**config.mk**
```make
export PLATFORM = sky130hd
export DESIGN_NAME = mmio_uart_tx
export DESIGN_NICKNAME = d
export VERILOG_FILES = /design/src/rtl/mmio_uart_tx.sv
export SDC_FILE = /design/constraint.sdc
export NUM_CORES = 1
export LEC_CHECK = 0
export CAP_MARGIN = 10
export CORE_ASPECT_RATIO = 0.5
export CORE_MARGIN = 4
export CORE_UTILIZATION = 45
export DETAILED_ROUTE_END_ITERATION = 6
export HOLD_SLACK_MARGIN = 0.02
export PLACE_DENSITY = 0.81
export SETUP_SLACK_MARGIN = 0.05
export SLEW_MARGIN = 40
export SYNTH_ARGS = -nofsm -noshare
export SYNTH_HDL_FRONTEND = slang
export SYNTH_SLANG_ARGS = --single-unit
```
**constraint.sdc**
```tcl
create_clock -name clk -period 3.45 [get_ports clk]
set_input_delay 1.035 -clock clk [delete_from_list [all_inputs] [get_ports clk]]
set_output_delay 1.035 -clock clk [all_outputs]
set_load 0.005 [all_outputs]
```
**src/rtl/mmio_uart_tx.sv**
```systemverilog
// Memory-mapped 8N1 UART transmitter that sits on the CPU data bus next to the RAM.
// A small TX FIFO is fed through a 4-word register window, and the bytes are shifted out LSB first on tx_o.
module mmio_uart_tx #(
    parameter logic [31:0] BASE_ADDR    = 32'h0001_0000,
    parameter int          FIFO_DEPTH   = 4,
    parameter logic [15:0] CLKS_PER_BIT = 16'd16
) (
    input  logic        clk,
    input  logic        reset,
    input  logic        we,
    input  logic [31:0] addr,
    input  logic [31:0] data_i,
    output logic [31:0] data_o,
    output logic        tx_o
);
    localparam int               PTR_W = $clog2(FIFO_DEPTH);
    localparam int               CNT_W = PTR_W + 1;
    localparam logic [CNT_W-1:0] DEPTH = CNT_W'(FIFO_DEPTH);

    typedef enum logic [1:0] {IDLE, START, DATA, STOP} state_t;

    state_t           state;
    logic [7:0]       mem [FIFO_DEPTH];
    logic [PTR_W-1:0] wr_ptr, rd_ptr;
    logic [CNT_W-1:0] count;
    logic             overflow;
    logic [15:0]      divisor;
    logic [7:0]       shift;
    logic [15:0]      bit_len, bit_cnt;
    logic [2:0]       bit_idx;

    logic        sel, txdata_wr, status_wr, divisor_wr;
    logic        full, empty, push, pop, bit_done;
    logic [1:0]  offset;
    logic [31:0] rdata;

    assign sel        = (addr[31:4] == BASE_ADDR[31:4]);
    assign offset     = addr[3:2];
    assign txdata_wr  = we && sel && (offset == 2'd0);
    assign status_wr  = we && sel && (offset == 2'd1);
    assign divisor_wr = we && sel && (offset == 2'd2);
    assign full       = (count == DEPTH);
    assign empty      = (count == '0);
    // Fullness is judged on the count at the start of the cycle, so a same-cycle pop never makes room.
    assign push       = txdata_wr && !full;
    assign pop        = (state == IDLE) && !empty;
    assign bit_done   = (bit_cnt == bit_len - 16'd1);

    // NOTE: every variable written in always_comb gets a default first, otherwise a latch is inferred.
    always_comb begin
        rdata = '0;
        case (offset)
            2'd1: begin
                rdata[0]    = (state != IDLE);
                rdata[1]    = full;
                rdata[2]    = empty;
                rdata[3]    = overflow;
                rdata[11:8] = 4'(count);
            end
            2'd2:    rdata[15:0] = divisor;
            default: rdata = '0;
        endcase
    end

    // NOTE: sequential state uses non-blocking assignments so every register samples pre-edge values.
    always_ff @(posedge clk) begin
        if (reset) begin
            data_o   <= '0;
            wr_ptr   <= '0;
            rd_ptr   <= '0;
            count    <= '0;
            overflow <= 1'b0;
            divisor  <= CLKS_PER_BIT;
        end else begin
            data_o <= sel ? rdata : '0;
            if (push) wr_ptr <= wr_ptr + PTR_W'(1);
            if (pop)  rd_ptr <= rd_ptr + PTR_W'(1);
            if (push && !pop)      count <= count + CNT_W'(1);
            else if (pop && !push) count <= count - CNT_W'(1);
            if (txdata_wr && full)           overflow <= 1'b1;
            else if (status_wr && data_i[3]) overflow <= 1'b0;
            if (divisor_wr) divisor <= (data_i[15:0] == 16'd0) ? 16'd1 : data_i[15:0];
        end
    end

    // NOTE: the FIFO storage is deliberately not reset; the pointers and count alone define its contents.
    always_ff @(posedge clk) begin
        if (push && !reset) mem[wr_ptr] <= data_i[7:0];
    end

    always_ff @(posedge clk) begin
        if (reset) begin
            state   <= IDLE;
            tx_o    <= 1'b1;
            shift   <= '0;
            bit_len <= '0;
            bit_cnt <= '0;
            bit_idx <= '0;
        end else begin
            case (state)
                IDLE: begin
                    tx_o <= 1'b1;
                    if (pop) begin
                        shift   <= mem[rd_ptr];
                        bit_len <= divisor;
                        bit_cnt <= '0;
                        bit_idx <= '0;
                        tx_o    <= 1'b0;
                        state   <= START;
                    end
                end
                START: begin
                    if (bit_done) begin
                        bit_cnt <= '0;
                        tx_o    <= shift[0];
                        state   <= DATA;
                    end else begin
                        bit_cnt <= bit_cnt + 16'd1;
                    end
                end
                DATA: begin
                    if (bit_done) begin
                        bit_cnt <= '0;
                        if (bit_idx == 3'd7) begin
                            tx_o  <= 1'b1;
                            state <= STOP;
                        end else begin
                            shift   <= shift >> 1;
                            tx_o    <= shift[1];
                            bit_idx <= bit_idx + 3'd1;
                        end
                    end else begin
                        bit_cnt <= bit_cnt + 16'd1;
                    end
                end
                STOP: begin
                    if (bit_done) begin
                        bit_cnt <= '0;
                        state   <= IDLE;
                    end else begin
                        bit_cnt <= bit_cnt + 16'd1;
                    end
                end
                default: begin
                    tx_o  <= 1'b1;
                    state <= IDLE;
                end
            endcase
        end
    end
endmodule

```
==> metrics.md, run 1 <==
| Metric | Value |
|---|---|
| Die width | between 150 and 200 µm |
| CP startpoint kind | primary input |
| DRC violations left | 0 |
| Filler cell count | about 920 |
| Sw Ratio | a little under a third |
| Worst vdd ir | approximately 0.00048 V |
| RSZ-0062 raised after global routing | no |
| Vias per cell | approximately 5.5 |
| Setup WS pre-CTS | -0.246 ns |
| Worst-Skew Late Latency | 0.41 ns |
| Pin count of the biggest net entering global routing | 52 |
| Worst Skew | about 0.0069 ns |
| Fmax | slightly above 300 MHz |
| Mapped Cells | approximately 560 |
| Post-synth top cells | 88 x dfxtp_1, 80 x nand2_1, 42 x nor2_1, 37 x a21oi_1, 32 x edfxtp_1 |
| Yosys top cell by area | dfxtp_1 |
| Met2 routed WL | about 6300 µm |
| Slew HR | 58.6% |
| Post-synthesis cell type count | 54 |
| Share of the synthesized area in the top cell type | between 30% and 40% |
| Core area | 0.0119 mm² |
| Via count | 4,457 |
| Met3 WL | ~950 µm |
| Vias in the first global route | around 4.2k |
| Sequential Power Share | between 30% and 40% |
| Gr usage total | a little under a fifth |
| CP max FO | 2 |
| Setup ws final | between 0.15 and 0.2 ns |
| First-pass detailed-route iteration total | 5 |
| # diodes | 0 |
| Most common cell in the netlist | dfxtp_1 |
| Status | finished clean |
| GPL Wtd Cong | between 0.8 and 0.9 |
| Root Driver | clkbuf_16 |
| Final worst path period share | 94.3% |
| CTS Buffer Depth | 2 |
| IO Port Bufs | 65 |
| CP arrival | 3.60 ns |
| Nets | 722 |
| Min Tclk post-route | about 3.3 ns |
| Worst-Margin Slew | 0.620 ns |
| Final design utilization | 58.5% |
| EDFF count, synth | 32 |
| I/O pin cnt | 100 |
| P_leak | around 2.8 nW |
| DIE HEIGHT | approximately 87 µm |
| Initial antenna violation count | 0 |
| Reg2reg setup slack | between 0.4 and 0.5 ns |
| Synth Warn # | 0 |
| Detail Placement HPWL | about 9000 µm |
| Int Power | a little over 3 mW |
| GRT overflow | 0 |
| Area of the mapped netlist | roughly 0.0056 mm² |
| Worst-path cell with the longest stage delay | clkdlybuf4s50_1 |
| Area growth from synthesis to layout | 25.5% |
| Hold-fix buffers at CTS | 0 |
| Crit path cell chain | clkdlybuf4s50_1 > nor4b_1 > nand4_1 > nor2_1 > and2_4 > and3_4 > ha_4 > inv_1 > fa_2 > xor2_1 > or3_1 > a21oi_2 |
| Worst-path clk slew | ~0.060 ns |
| Initial DRC Count | 359 |
| Die area | approximately 0.014 mm² |
| Pwr Density | 644 mW/mm² |
| Average wire per standard cell | approximately 16 µm |
| Max stage delay on crit path | 0.40 ns |
| Uppermost layer routed | met4 |
| Syn_area_per_cell | approximately 10 µm² |
| Routed Antenna Nets | 0 |
| Post-Route M1 WL | between 5000 and 6000 µm |
| Final setup vio count | 0 |
| Final slew viol count | 0 |
| Initial Util | a little under half |
| Seq cells post-synth | 120 |
| Net switching power | ~1.4 mW |
| Total CTS buffers | 17 |
| Logic pwr share | roughly 25% |
| First-pass GRT wire length | 21,100 µm |
| H-tree levels | 4 |
| Critical path buffers and inverters | 2 |
| Hold Crit Class | flop to flop |
| CP endpoint kind | flop |
| CTS sink cnt | 120 |
| Synth top area cells | dfxtp_1 32%, edfxtp_1 17%, nand2_1 5.4%, ha_1 3.6%, a21oi_1 3.3% |
| WS Path Type | primary input to flop |
| Max-cap violations | 0 |
| CTS tree | done |
| Post-synthesis sequential area ratio | around 49% |
| Crit path required time | around 3.8 ns |
| Share of flip-flops with an asynchronous set or reset | 0% |
| Predominant post-synthesis flop cell | dfxtp_1 |
| Crit path max-delay family | simple AND/OR/NAND/NOR gates |
| Final Hold Violating Endpoints | 0 |
| Share of cells above drive strength 1 | between 10% and 20% |
| Clk pwr share | 38.2% |
| FP Rows | 28 |
| Routed WL | 13,300 µm |
-- flip-flops by register name, indices dropped and copies added (netlist names), named ones only --
signal,flops
mem,32
bit_cnt,16
bit_len,16
data_o,16
divisor,16
shift,8
bit_idx,3
count,3
rd_ptr,2
state,2
wr_ptr,2
overflow,1
tx_o,1
-- cells in the final DEF, fill, tap and decap left out, types with 9 or more instances in the layout --
master            n
a21oi_1          36
edfxtp_1         32
a22oi_1           9
clkdlybuf4s50_1  64
clkbuf_16        17
o21ai_0           9
and3_1           24
mux2i_1          14
xor2_1           14
nor3b_1          11
nand2_1          80
a21o_1           12
xnor2_1          12
ha_1             15
inv_1            17
dfxtp_1          88
nand3_1           9
nor2_1           42
buf_4            18
conb_1           16
nor3_1            9
-- worst min-delay path: stages, from the launching register on --
cell and delay (ns):
dfxtp_1 0.31, inv_1 0.05, a21oi_1 0.05
-- power groups by stage --
stage               combinational [mW]  clock (mW)  sequential [mW]
finish                            1.11        1.72             1.67
CTS                               1.09        1.73             1.66
global route                      1.23        1.80             1.68
global placement                  1.02           0             1.68
detailed placement                1.06           0             1.69
floorplan                        0.868           0             1.64
-- cell type report --
class	count	area, µm²	share of cell area [%]
clock buffer	18	429	6.14
clock inverter	14	150	2.15
inverter	17	63.8	0.913
multi-input combinational	399	2640	37.7
sequential	120	2720	38.9
tap	165	206	2.95
timing repair buffer	83	781	11.2
-- logic make-up after synthesis --
family	share of synthesized area [%]
other cells	0.0673
compound gates	10.4
simple gates	19.7
fa+ha+maj	3.95
flops	48.9
xor+xnor	4.09
buf+inv	5.73
mux	7.16
-- final timing paths --
kind                            cells after the start                     from               endpoint
worst max register to register                     11  bit_len[0]$_SDFFE_PP0P_  shift[4]$_SDFFE_PP0P_
worst min-delay path                                2    shift[0]$_SDFFE_PP0P_  shift[0]$_SDFFE_PP0P_
worst max-delay path                               12                 addr[14]  count[2]$_SDFFE_PP0P_
worst min register to register                      2    shift[0]$_SDFFE_PP0P_  shift[0]$_SDFFE_PP0P_
-- what timing repair did --
action	in CTS	in global routing
setup buffers	0	0
gates resized for setup	0	10
setup endpoints to repair	0	1
-- routing by layer --
layer	vias up	GRT usage [%]
met5	-	0
met3	20	5.04
met2	189	31.3
met4	0	5.99
met1	2131	24.5
li1	2117	-
-- stage by stage --
step	setup TNS, ns	power, mW	area [µm²]	instances	hold slack, ns
4_1_cts	0	4.48	6940	816	0.446
3_5_place_dp	-0.246	2.75	6360	784	0.437
3_3_place_gp	-0.201	2.71	6360	784	0.435
5_1_grt	0	4.71	6990	816	0.473
2_1_floorplan	0	2.51	5630	576	0.423
6_report	0	4.50	6990	816	0.446
No activity file was read; power rests on OpenSTA's default activity.
==> inputs of run 2 (changes only) <==
- CTS_BUF_LIST: not set -> sky130_fd_sc_hd__clkbuf_8
- CTS_CLUSTER_SIZE: not set -> 10
- SKIP_CTS_REPAIR_TIMING: not set -> 1
==> run 2 against run 1 <==
Compared with the run above:
- combinational power is 4% lower
- core utilization is 1.9 points lower
- maximum frequency is 0.26% lower
- critical path depth stayed put
- sequential cell count stayed put
- sequential share of layout area is 1.3 points higher
- first-iteration DRC count is 4.2% lower
- routed wire length is 7.1% lower
- cell count stayed put
- die area stayed put
==> metrics.md, run 2 (same netlist as run 1, synthesis figures left out) <==
| Metric | Value |
|---|---|
| Via count | 4,326 (-2.9%) |
| Pin count of the biggest net entering global routing | 52 (unchanged) |
| Met3 Use GR | 4.85% (-0.19 points) |
| Min Tclk post-route | 3.26 ns (+0.00843 ns) |
| Final Hold Violating Endpoints | 0 (unchanged) |
| Logic pwr share | 27.0% (+2.3 points) |
| Vias in the first global route | 4,116 (-3.0%) |
| Setup ws final | 0.189 ns (-0.00843 ns) |
| FP Rows | 28 (unchanged) |
| Worst-path cell with the longest stage delay | clkdlybuf4s50_1 |
| Worst-Margin Slew | 0.580 ns (-0.0401 ns) |
| Dpl cell area | 0.00636 mm² (unchanged) |
| Placed Cells | 784 (unchanged) |
| Net switching power | 1.31 mW (-6.7%) |
| Grt peak-use layer | met2 |
| Crit path cell chain | clkdlybuf4s50_1 > nor4b_1 > nand4_1 > nor2_1 > and2_1 > and3_1 > ha_1 > inv_1 > fa_1 > xor2_1 > or3_1 > a21oi_1 |
| WS Path Type | primary input to flop |
| Die width | 165 µm (unchanged) |
| Pwr Density | 586 mW/mm² (-8.9%) |
| Initial DRC Count | 344 (-4.2%) |
| CP endpoint kind | flop |
| Final setup vio count | 0 (unchanged) |
| Core area | 0.0119 mm² (unchanged) |
| CP arrival | 3.63 ns (+0.03 ns) |
| Initial antenna violation count | 0 (unchanged) |
| Reg2reg setup slack | 0.46 ns (about the same) |
| Reg area | 0.00272 mm² (unchanged) |
| Worst vdd ir | 0.000413 V (-14%) |
| Filler cell count | 970 (+5.5%) |
| IO Port Bufs | 65 (unchanged) |
| CTS tree | done |
| Most frequent cells in the layout | 88 x dfxtp_1, 80 x nand2_1, 64 x clkdlybuf4s50_1 |
| Routed WL | 12,400 µm (-7.1%) |
| Worst-Skew Late Latency | 0.44 ns (+0.03 ns) |
| CP startpoint kind | primary input |
| Nets | 722 (unchanged) |
| Share of cells above drive strength 1 | 11.2% (-0.92 points) |
| Die area | 0.0143 mm² (unchanged) |
| Gr usage total | 18.2% (-0.74 points) |
| Sw Ratio | 33.0% (+1.8 points) |
| Commonest non-fill, non-tap cell in the layout | dfxtp_1 |
| Area growth from synthesis to layout | 21.4% |
| Crit path required time | 3.82 ns (+0.02 ns) |
| GPL Wtd Cong | 0.844 (unchanged) |
| Max stage delay on crit path | 0.40 ns (about the same) |
| Slew HR | 61.4% (+2.7 points) |
| Max-cap violations | 0 (unchanged) |
| CTS Buffer Depth | 2 (unchanged) |
| # diodes | 0 (unchanged) |
| Sequential Power Share | 41.8% (+4.8 points) |
| Status | finished clean |
| Final Cell Area | 0.00677 mm² (-3.2%) |
| DRC violations left | 0 (unchanged) |
| Met1 Track Usage GR | 24.1% (-0.44 points) |
| Final design utilization | 56.6% (-1.9 points) |
| Final Non-Filler Cells | 816 (unchanged) |
| Max reg flops | 32 (unchanged) |
| First-pass detailed-route iteration total | 6 (+1) |
| P_leak | 2.68 nW (-3.0%) |
| Setup WS pre-CTS | -0.246 ns (unchanged) |
| CTS sink cnt | 120 (unchanged) |
| Routed Antenna Nets | 0 (unchanged) |
| First-pass GRT wire length | 20,300 µm (-4.0%) |
| Vias per cell | 5.30 (-2.9%) |
| Average wire per standard cell | 15.1 µm (-7.1%) |
| Root Driver | clkbuf_8 |
| Critical path buffers and inverters | 2 (unchanged) |
| Final worst path period share | 94.5% (+0.24 points) |
| Clk pwr share | 31.1% (-7.1 points) |
| Int Power | 2.66 mW (-14%) |
| Fmax | 307 MHz (-0.26%) |
| Multi-input gate area | 0.00261 mm² (-1.2%) |
| Worst-path clk slew | 0.07 ns (about the same) |
| H-tree levels | 4 (unchanged) |
| Detail Placement HPWL | 9020 µm (unchanged) |
| I/O pin cnt | 100 (unchanged) |
| Initial Util | 46.6% (unchanged) |
| CP max FO | 2 (unchanged) |
| DIE HEIGHT | 86.7 µm (unchanged) |
| Hold Crit Class | flop to flop |
| RSZ-0062 raised after global routing | no |
| Biggest register | mem |
| Met2 Use GR | 29.2% (-2.1 points) |
| GRT overflow | 0 (unchanged) |
| Worst Skew | 0.0134 ns (+0.00648 ns) |
| Crit path max-delay family | simple AND/OR/NAND/NOR gates |
| Total CTS buffers | 17 (unchanged) |
| Final slew viol count | 0 (unchanged) |
[run 2: power groups by stage]
stage | combinational (mW) | clock, mW | sequential, mW
floorplan | 0.868 | 0 | 1.64
global placement | 1.02 | 0 | 1.68
detailed placement | 1.06 | 0 | 1.69
CTS | 1.07 | 1.25 | 1.66
global route | 1.19 | 1.32 | 1.68
finish | 1.07 | 1.23 | 1.66
[run 2: layout make-up]
class                   instances  area share, %
clock buffers                  17           3.46
clock inverters                15           2.27
inverters                      17          0.943
multi-input cells             399           38.5
flip-flops and latches        120           40.2
well taps                     165           3.05
repair buffers                 83           11.5
[run 2: metal layers]
metal | wire (µm) | up-vias
li1 | - | 2111
met1 | 5540 | 2035
met2 | 5700 | 164
met3 | 908 | 16
met4 | 203 | 0
met5 | 0 | -
[run 2: path summary, 6_finish.rpt]
check | depth (start not counted) | start | to
worst max-delay path | 12 | addr[14] | count[2]$_SDFFE_PP0P_
worst min-delay path | 2 | shift[0]$_SDFFE_PP0P_ | shift[0]$_SDFFE_PP0P_
worst min register to register | 2 | shift[0]$_SDFFE_PP0P_ | shift[0]$_SDFFE_PP0P_
worst max register to register | 11 | bit_len[0]$_SDFFE_PP0P_ | shift[4]$_SDFFE_PP0P_
[run 2: tightest hold or removal path, stage by stage (launching register included)]
cell	delay, ns
dfxtp_1	0.31
inv_1	0.05
a21oi_1	0.05
[run 2: stage by stage]
step / total power [mW] / hold slack [ns] / setup TNS [ns]
final: 3.97 / 0.446 / 0
after global routing: 4.19 / 0.476 / 0
after CTS: 3.97 / 0.447 / 0
after detailed placement: 2.75 / 0.437 / -0.246
after global placement: 2.71 / 0.435 / -0.201
after floorplan: 2.51 / 0.423 / 0
==> inputs of run 3 (changes only) <==
- RECOVER_POWER: not set -> 100
- clock period: 3.45 -> 4.04 ns (I/O delays scaled with it)
==> run 3 against run 2 <==
Compared with the run above:
- total power down 13%
- sequential share of layout area up 0.62 points
- design area down 1.5%
- global-route usage up 0.27 points
- first-iteration DRC count up 7.0%
- hold slack better by 0.00067 ns
- setup slack better by 0.24 ns
- clock skew down 0.0032 ns
==> metrics.md, run 3 (same netlist as run 1, synthesis figures left out) <==
| Metric | Value |
|---|---|
| Worst-path clk slew | 0.07 ns (about the same) |
| Hold Crit Class | flop to flop |
| Gr usage total | 18.5% (+0.27 points) |
| Die width | 165 µm (unchanged) |
| Cells on worst reg2reg path | 10 (-1) |
| Met2 Use GR | 29.2% (+0.037 points) |
| CP startpoint kind | primary input |
| First-pass GRT wire length | 20,500 µm (+1.4%) |
| CP max FO | 5 (+3) |
| CTS sink cnt | 120 (unchanged) |
| Grt peak-use layer | met2 |
| Pwr Density | 516 mW/mm² (-12%) |
| Worst R2R Start | bit_len[0]$_SDFFE_PP0P_ |
| Area growth from synthesis to layout | 19.6% |
| Initial antenna violation count | 0 (unchanged) |
| Total CTS buffers | 17 (unchanged) |
| RSZ-0062 raised after global routing | no |
| Core area | 0.0119 mm² (unchanged) |
| First-pass detailed-route iteration total | 6 (unchanged) |
| Commonest non-fill, non-tap cell in the layout | dfxtp_1 |
| Worst-Margin Slew | 0.984 ns (+0.405 ns) |
| Met3 Use GR | 5.13% (+0.29 points) |
| CP arrival | 3.99 ns (+0.36 ns) |
| Final slew viol count | 0 (unchanged) |
| Reg2reg setup slack | 0.78 ns (+0.32 ns) |
| Max reg flops | 32 (unchanged) |
| Root Driver | clkbuf_8 |
| IO Port Bufs | 65 (unchanged) |
| Vias per cell | 5.36 (+1.2%) |
| CP startpoint | addr[12] |
| Worst Skew | 0.0102 ns (-0.00319 ns) |
| Status | finished clean |
| I/O pin cnt | 100 (unchanged) |
| Dpl cell area | 0.00625 mm² (-1.7%) |
| DRC violations left | 0 (unchanged) |
| GRT overflow | 0 (unchanged) |
| WS Path Type | primary input to flop |
| Average wire per standard cell | 15.5 µm (+2.3%) |
| Total Power | 3.44 mW (-13%) |
| Worst Setup EP | count[2]$_SDFFE_PP0P_ |
| Die area | 0.0143 mm² (unchanged) |
| Worst vdd ir | 0.000268 V (-35%) |
| Routed WL | 12,400 µm (+0.63%) |
| Final Cell Area | 0.00666 mm² (-1.5%) |
| Met1 Track Usage GR | 24.1% (unchanged) |
| FP Rows | 28 (unchanged) |
| Slew HR | 34.4% (-27 points) |
| Total negative setup slack | 0 ns (unchanged) |
| Worst-Skew Late Latency | 0.45 ns (about the same) |
| DIE HEIGHT | 86.7 µm (unchanged) |
| Initial Util | 46.6% (unchanged) |
| Vias in the first global route | 4,255 (+3.4%) |
| Biggest register | mem |
| Fmax | between 200 and 300 MHz |
| Max-cap violations | 0 (unchanged) |
| P_leak | 2.66 nW (-0.63%) |
| Detail Placement HPWL | 8820 µm (-2.2%) |
| Nets | 709 (-1.8%) |
| Crit path required time | 4.43 ns (+0.61 ns) |
| Final setup vio count | 0 (unchanged) |
| H-tree levels | 4 (unchanged) |
| Via count | 4,308 (-0.42%) |
| Min Tclk post-route | approximately 3.6 ns |
| GPL Wtd Cong | 0.830 (-1.6%) |
| Final Hold Violating Endpoints | 0 (unchanged) |
| Most frequent cells in the layout | 88 x dfxtp_1, 80 x nand2_1, 42 x nor2_1 |
| Initial DRC Count | 368 (+7.0%) |
| # diodes | 0 (unchanged) |
| Share of cells above drive strength 1 | 7.52% (-3.7 points) |
| CTS tree | done |
| Routed Antenna Nets | 0 (unchanged) |
| Reg2reg end | shift[6]$_SDFFE_PP0P_ |
| Pin count of the biggest net entering global routing | 53 (+1.9%) |
| CP endpoint kind | flop |
| CTS Buffer Depth | 2 (unchanged) |
| Final worst path period share | 89.3% |
| WHS | 0.447 ns (+0.000667 ns) |
run 3: cell types whose count changed in the layout (fill, tap and decap cells not counted), moves of 3 or more:
cell and delta:
o21ai_0 +7, clkinv_1 +3, o21ai_1 -7, dlygate4sd3_1 +26
clkbuf_1 +3, buf_4 -17, nor4_2 -3, nor4_1 +3
clkdlybuf4s50_1 -26
run 3: through the flow:
step / instances / setup WS, ns / utilization (%)
final: 803 / 0.432 / 55.8
after global routing: 803 / 0.201 / 55.8
after CTS: 802 / 0.482 / 55.9
after detailed placement: 770 / 0.0144 / 52.4
after global placement: 770 / 0.132 / 52.4
after floorplan: 576 / 0.652 / -
run 3: worst min path at each step:
| stage | startpoint | to | cells after the start |
|---|---|---|---|
| 2_1_floorplan | shift[0]$_SDFFE_PP0P_ | shift[0]$_SDFFE_PP0P_ | 2 |
| 3_3_place_gp | shift[0]$_SDFFE_PP0P_ | shift[0]$_SDFFE_PP0P_ | 2 |
| 3_5_place_dp | shift[0]$_SDFFE_PP0P_ | shift[0]$_SDFFE_PP0P_ | 2 |
| 4_1_cts | shift[0]$_SDFFE_PP0P_ | shift[0]$_SDFFE_PP0P_ | 2 |
| 5_1_grt | tx_o$_SDFFE_PP1P_ | tx_o$_SDFFE_PP1P_ | 1 |
| 6_report | shift[0]$_SDFFE_PP0P_ | shift[0]$_SDFFE_PP0P_ | 2 |
run 3: metal layers:
layer / routed length [µm] / up-vias
met3: 843 / 26
met1: 5500 / 2045
met5: 0 / -
li1: - / 2084
met2: 5820 / 153
met4: 268 / 0
run 3: final cells by class:
class / count / area, µm²
multi-input cells: 399 / 2580
fillers: 972 / 5280
repair buffers: 70 / 676
clock buffers: 17 / 234
inverters: 17 / 63.8
well taps: 165 / 206
flip-flops and latches: 120 / 2720
clock inverters: 15 / 185
run 3: where the power goes:
group	internal [mW]	leakage, nW	switching [mW]
logic	0.377	1.45	0.499
registers	1.32	0.999	0.0948
clock network	0.662	0.211	0.484
total	2.36	2.66	1.08
run 3: critical path: stages:
cell and delay [ns]:
clkdlybuf4s50_1 0.42, nor4_1 0.32, nand4_1 0.16, nor2_1 0.17, and2_0 0.18, and3_1 0.26, ha_1 0.22, inv_1 0.07
fa_1 0.37, xor2_1 0.18, or3_1 0.30, a21oi_1 0.13
==> RTL change 1: new RTL, flow settings as in run 2 <==
Set the parameter `CLKS_PER_BIT` to 16'd15 (it was 16'd16).
--- a/src/rtl/mmio_uart_tx.sv
+++ b/src/rtl/mmio_uart_tx.sv
@@ -5,3 +5,3 @@
     parameter int          FIFO_DEPTH   = 4,
-    parameter logic [15:0] CLKS_PER_BIT = 16'd16
+    parameter logic [15:0] CLKS_PER_BIT = 16'd15
 ) (
Check against the original RTL: not equivalent (Yosys sat finds a counterexample within 4 cycles, from zero or initial values and one cycle with reset high).
==> RTL change 1 against run 2 <==
- combinational power grew 31%
- worst setup slack gained 0.039 ns
- cell area up 2.5%
- clock skew fell by 0.0017 ns
- worst hold slack better by 0.028 ns
- synthesized area is 0.54% higher
- routed wire length up 3.6%
- total power rose by 15%
- sequential cell count unchanged
- global-route usage increased by 0.44 points
- critical endpoint unchanged
- highest routed layer unchanged
==> RTL change 1: results (changes against run 2) <==
status = complete, no violations (unchanged)
filler cell count = 940 (was 970)
initial drt markers = 306 (was 344)
Syn Inst Count = 580 (was 561)
Primary FF master, synth = dfxtp_1 (unchanged)
largest net degree at the start of global routing = 37 (was 52)
n_diodes = 0 (unchanged)
crit path DAT = 3.59 ns (was 3.63 ns)
Num CTS Buffers = 17 (unchanged)
Clock Tree Root = clkbuf_8 (unchanged)
first-pass GRT wire length = 21400 um (was 20300 um)
share of post-route cells with drive strength above 1 = 10.8% (was 11.2%)
Yosys warning count = 0 (unchanged)
vias in the first global route = 4385 (was 4116)
DRT Wirelength = 12800 um (was 12400 um)
worst-path fanout max = 2 (unchanged)
placed insts = 801 (was 784)
GP Congestion = 0.868 (was 0.844)
DRT Pass-1 Iters = 5 (was 6)
Max transition margin = 60.0% (was 61.4%)
register area share after synthesis = 48.6% (was 48.9%)
post-DR vias/cell = 5.37 (was 5.30)
CTS H-tree lvls = 4 (unchanged)
Clock Skew = 0.0117 ns (was 0.0134 ns)
final net count = 739 (was 722)
initial antenna violation count = 0 (unchanged)
Post-synth ARST share = 0% (unchanged)
leakage = 2.57 nW (was 2.68 nW)
Worst Hold Class = flop to flop (unchanged)
pre-CTS setup slack = -0.285 ns (was -0.246 ns)
VDD IR max = 0.350 mV (was 0.413 mV)
GRT Total Usage = 18.6% (was 18.2%)
Post-synth top cells = dfxtp_1, nand2_1, nor2_1 (unchanged)
IO Port Bufs = 65 (unchanged)
DP Wirelength = 9040 um (was 9020 um)
Max Buffers Root-to-Sink = 2 (unchanged)
final hold vios = 0 (unchanged)
max FFs per register = 32 (unchanged)
worst-skew pair later-pin latency = 0.44 ns (about the same)
most flop-heavy register = mem (unchanged)
final cell count without fillers = 833 (was 816)
Area contributors post-synth = dfxtp_1, edfxtp_1, nand2_1 (unchanged)
Cell variety after synth = 62 (was 54)
number of synthesized flops with an enable pin = 32 (unchanged)
clk slew on worst S/H paths = 0.07 ns (about the same)
RTL change 1: cell count changes after synthesis, moves of 9 or more:
cell and change:
nor3b_1 -10, and3_1 -9, a21o_1 -12, and2_1 +9
nor2_1 +23, xnor2_1 +9
RTL change 1: critical path, cell delays in order:
cell	delay, ns
clkdlybuf4s50_1	0.42
nor4_2	0.30
nand4_1	0.14
nor2_1	0.15
and2_0	0.16
and3_1	0.18
ha_1	0.16
inv_1	0.05
fa_1	0.37
xor2_1	0.17
or3_1	0.30
a21oi_1	0.14
RTL change 1: layer usage:
layer | GRT usage [%] | up-vias | wire (um)
li1 | - | 2156 | -
met1 | 22.2 | 2115 | 5380
met2 | 33.5 | 181 | 6290
met3 | 5.21 | 20 | 956
met4 | 5.61 | 0 | 169
met5 | 0 | - | 0
RTL change 1: power breakdown:
group          internal (mW)  switching (mW)
combinational          0.603           0.796
sequential              1.56           0.150
clock                  0.884           0.584
total                   3.05            1.53
RTL change 1: layout make-up:
| type | count | area share (%) |
|---|---|---|
| well taps | 165 | 2.98 |
| clock inverters | 14 | 3.14 |
| multi-input cells | 417 | 38.5 |
| clock buffers | 18 | 3.57 |
| inverters | 15 | 0.812 |
| repair buffers | 84 | 11.7 |
| flip-flops and latches | 120 | 39.3 |
RTL change 1: per-stage QoR:
step	power, mW	cell area (um^2)	setup TNS [ns]	util, %	hold WS [ns]
floorplan	2.75	5660	0	-	0.441
global placement	3.07	6440	-0.257	53.8	0.452
detailed placement	3.12	6440	-0.285	53.8	0.463
CTS	4.58	6910	0	57.7	0.473
global route	4.87	6930	0	57.9	0.490
finish	4.58	6930	0	57.9	0.474
RTL change 1: kinds of logic after synthesis:
group,Yosys count,synth area share (%)
AND/OR/NAND/NOR,250,22.1
flip-flops,120,48.6
AO/OA/AOI/OAI,81,9.61
buffers and inverters,58,5.20
XOR/XNOR,37,5.79
adder cells (fa/ha/maj),17,3.93
multiplexers,16,4.69
other,1,0.0669
RTL change 1: worst paths after layout:
check | start | cells after the start | end | slack (ns)
setup / recovery | addr[5] | 12 | count[2]$_SDFFE_PP0P_ | 0.23
hold / removal | bit_len[15]$_SDFFE_PP0P_ | 2 | bit_len[15]$_SDFFE_PP0P_ | 0.47
hold reg to reg | bit_len[15]$_SDFFE_PP0P_ | 2 | bit_len[15]$_SDFFE_PP0P_ | 0.47
setup reg to reg | bit_len[0]$_SDFFE_PP0P_ | 10 | bit_cnt[15]$_SDFFE_PP0N_ | 0.45
==> RTL change 2: new RTL, config.mk and constraints of run 2 <==
Made on the original files. `data_o` no longer has a reset.
--- a/src/rtl/mmio_uart_tx.sv
+++ b/src/rtl/mmio_uart_tx.sv
@@ -67,3 +67,2 @@
         if (reset) begin
-            data_o   <= '0;
             wr_ptr   <= '0;
@@ -74,3 +73,2 @@
         end else begin
-            data_o <= sel ? rdata : '0;
             if (push) wr_ptr <= wr_ptr + PTR_W'(1);
@@ -83,2 +81,6 @@
         end
+    end
+
+    always_ff @(posedge clk) begin
+        data_o <= sel ? rdata : '0;
     end
Function: changed (Yosys sat finds a counterexample within 4 cycles, from zero or initial values and one cycle with reset high).
==> RTL change 2 against run 2 <==
- routed wire length increased by 3.1%
- die area increased by 1.3%
- worst setup slack improved by 0.033 ns
- cell area increased by 2.1%
- sequential cell count unchanged
- total power increased by 3.6%
- synthesized area increased by 1.3%
- sequential share of layout area decreased by 0.82 points
- critical path type unchanged
- largest power group unchanged
==> RTL change 2: results (changes against run 2) <==
status = complete, no violations (unchanged)
register area share after synthesis = 48.2% (was 48.9%)
DRT Wirelength = 12700 um (was 12400 um)
final net count = 745 (was 722)
GR Util met1 = 23.2% (was 24.1%)
buffer share of cell area = 11.7% (was 11.5%)
invs w/o clock = 20 (was 17)
met3 Track Usage GR = 4.03% (was 4.85%)
DP Wirelength = 9260 um (was 9020 um)
filler cell count = 979 (was 970)
initial drt markers = 352 (was 344)
largest net degree at the start of global routing = 42 (was 52)
GP Congestion = 0.833 (was 0.844)
r2r endpoint = bit_cnt[6]$_SDFFE_PP0N_ (was shift[4]$_SDFFE_PP0P_)
crit path DAT = 3.60 ns (was 3.63 ns)
area of the multi-input gates = 0.00271 mm^2 (was 0.00261 mm^2)
CP startpoint = addr[10] (was addr[14])
first-pass GRT wire length = 20800 um (was 20300 um)
Tcrit/Tclk final = 93.6% (was 94.5%)
GRT Total Usage = 17.7% (was 18.2%)
max FFs per register = 32 (unchanged)
Synth Area per Inst = 9.62 um^2 (was 9.93 um^2)
Placed Area = 0.00650 mm^2 (was 0.00636 mm^2)
count of non-CTS buffers in the layout = 82 (was 83)
Cell variety after synth = 64 (was 54)
share of post-route cells with drive strength above 1 = 11.1% (was 11.2%)
met2 routed WL = 6080 um (was 5700 um)
r2r startpoint = bit_len[2]$_SDFFE_PP0P_ (was bit_len[0]$_SDFFE_PP0P_)
Worst R2R Path Depth = 9 (was 11)
Worst Max-Slew Pin Slew = 0.665 ns (was 0.580 ns)
M1 WL = 5520 um (was 5540 um)
Area contributors post-synth = dfxtp_1, edfxtp_1, nand2_1 (unchanged)
Critical Path Max Stage Delay = 0.43 ns (was 0.40 ns)
GR Util met2 = 28.8% (was 29.2%)
mux share of post-synthesis cell area = 5.34% (was 7.16%)
post-synthesis compound-gate area fraction = 11.9% (was 10.4%)
Clock Skew = 0.0161 ns (was 0.0134 ns)
final cell count without fillers = 839 (was 816)
HP Start = divisor[12]$_SDFFE_PP0P_ (was shift[0]$_SDFFE_PP0P_)
pre-CTS setup slack = -0.279 ns (was -0.246 ns)
fraction of area in registers = 39.4% (was 40.2%)
XOR/XNOR Fraction of Synth Area = 3.88% (was 4.09%)
Hold Path End = bit_len[12]$_SDFFE_PP0P_ (was shift[0]$_SDFFE_PP0P_)
vias in the first global route = 4297 (was 4116)
clock network area share = 5.58% (was 5.73%)
==> RTL change 2: cell count changes after synthesis, sizes merged, moves of 7 or more <==
cell,delta
a21o,-11
and3,-7
nand2,+17
nand2b,+9
nand3,+7
nor3b,-7
==> RTL change 2: logic make-up (layout without fill, tap and decap cells) <==
family / Yosys count / after routing
flops: 120 / 120
compound gates: 101 / 101
simple gates: 241 / 241
xor+xnor: 25 / 25
fa+ha+maj: 17 / 17
other cells: 1 / 16
mux: 20 / 20
buf+inv: 62 / 134
==> RTL change 2: report_power, final <==
group	internal [mW]	switching, mW	total [mW]
combinational	0.523	0.705	1.23
clock	0.593	0.634	1.23
sequential	1.54	0.112	1.65
total	2.66	1.45	4.11
==> RTL change 2: critical path: cells and delay by family <==
kind	cells	cell delay [ns]
AOI/OAI and AO/OA	1	0.14
xor gates and xnor gates	1	0.18
adders and majority gates	2	0.54
buffers and inverters	2	0.48
and+or+nand+nor	6	1.23
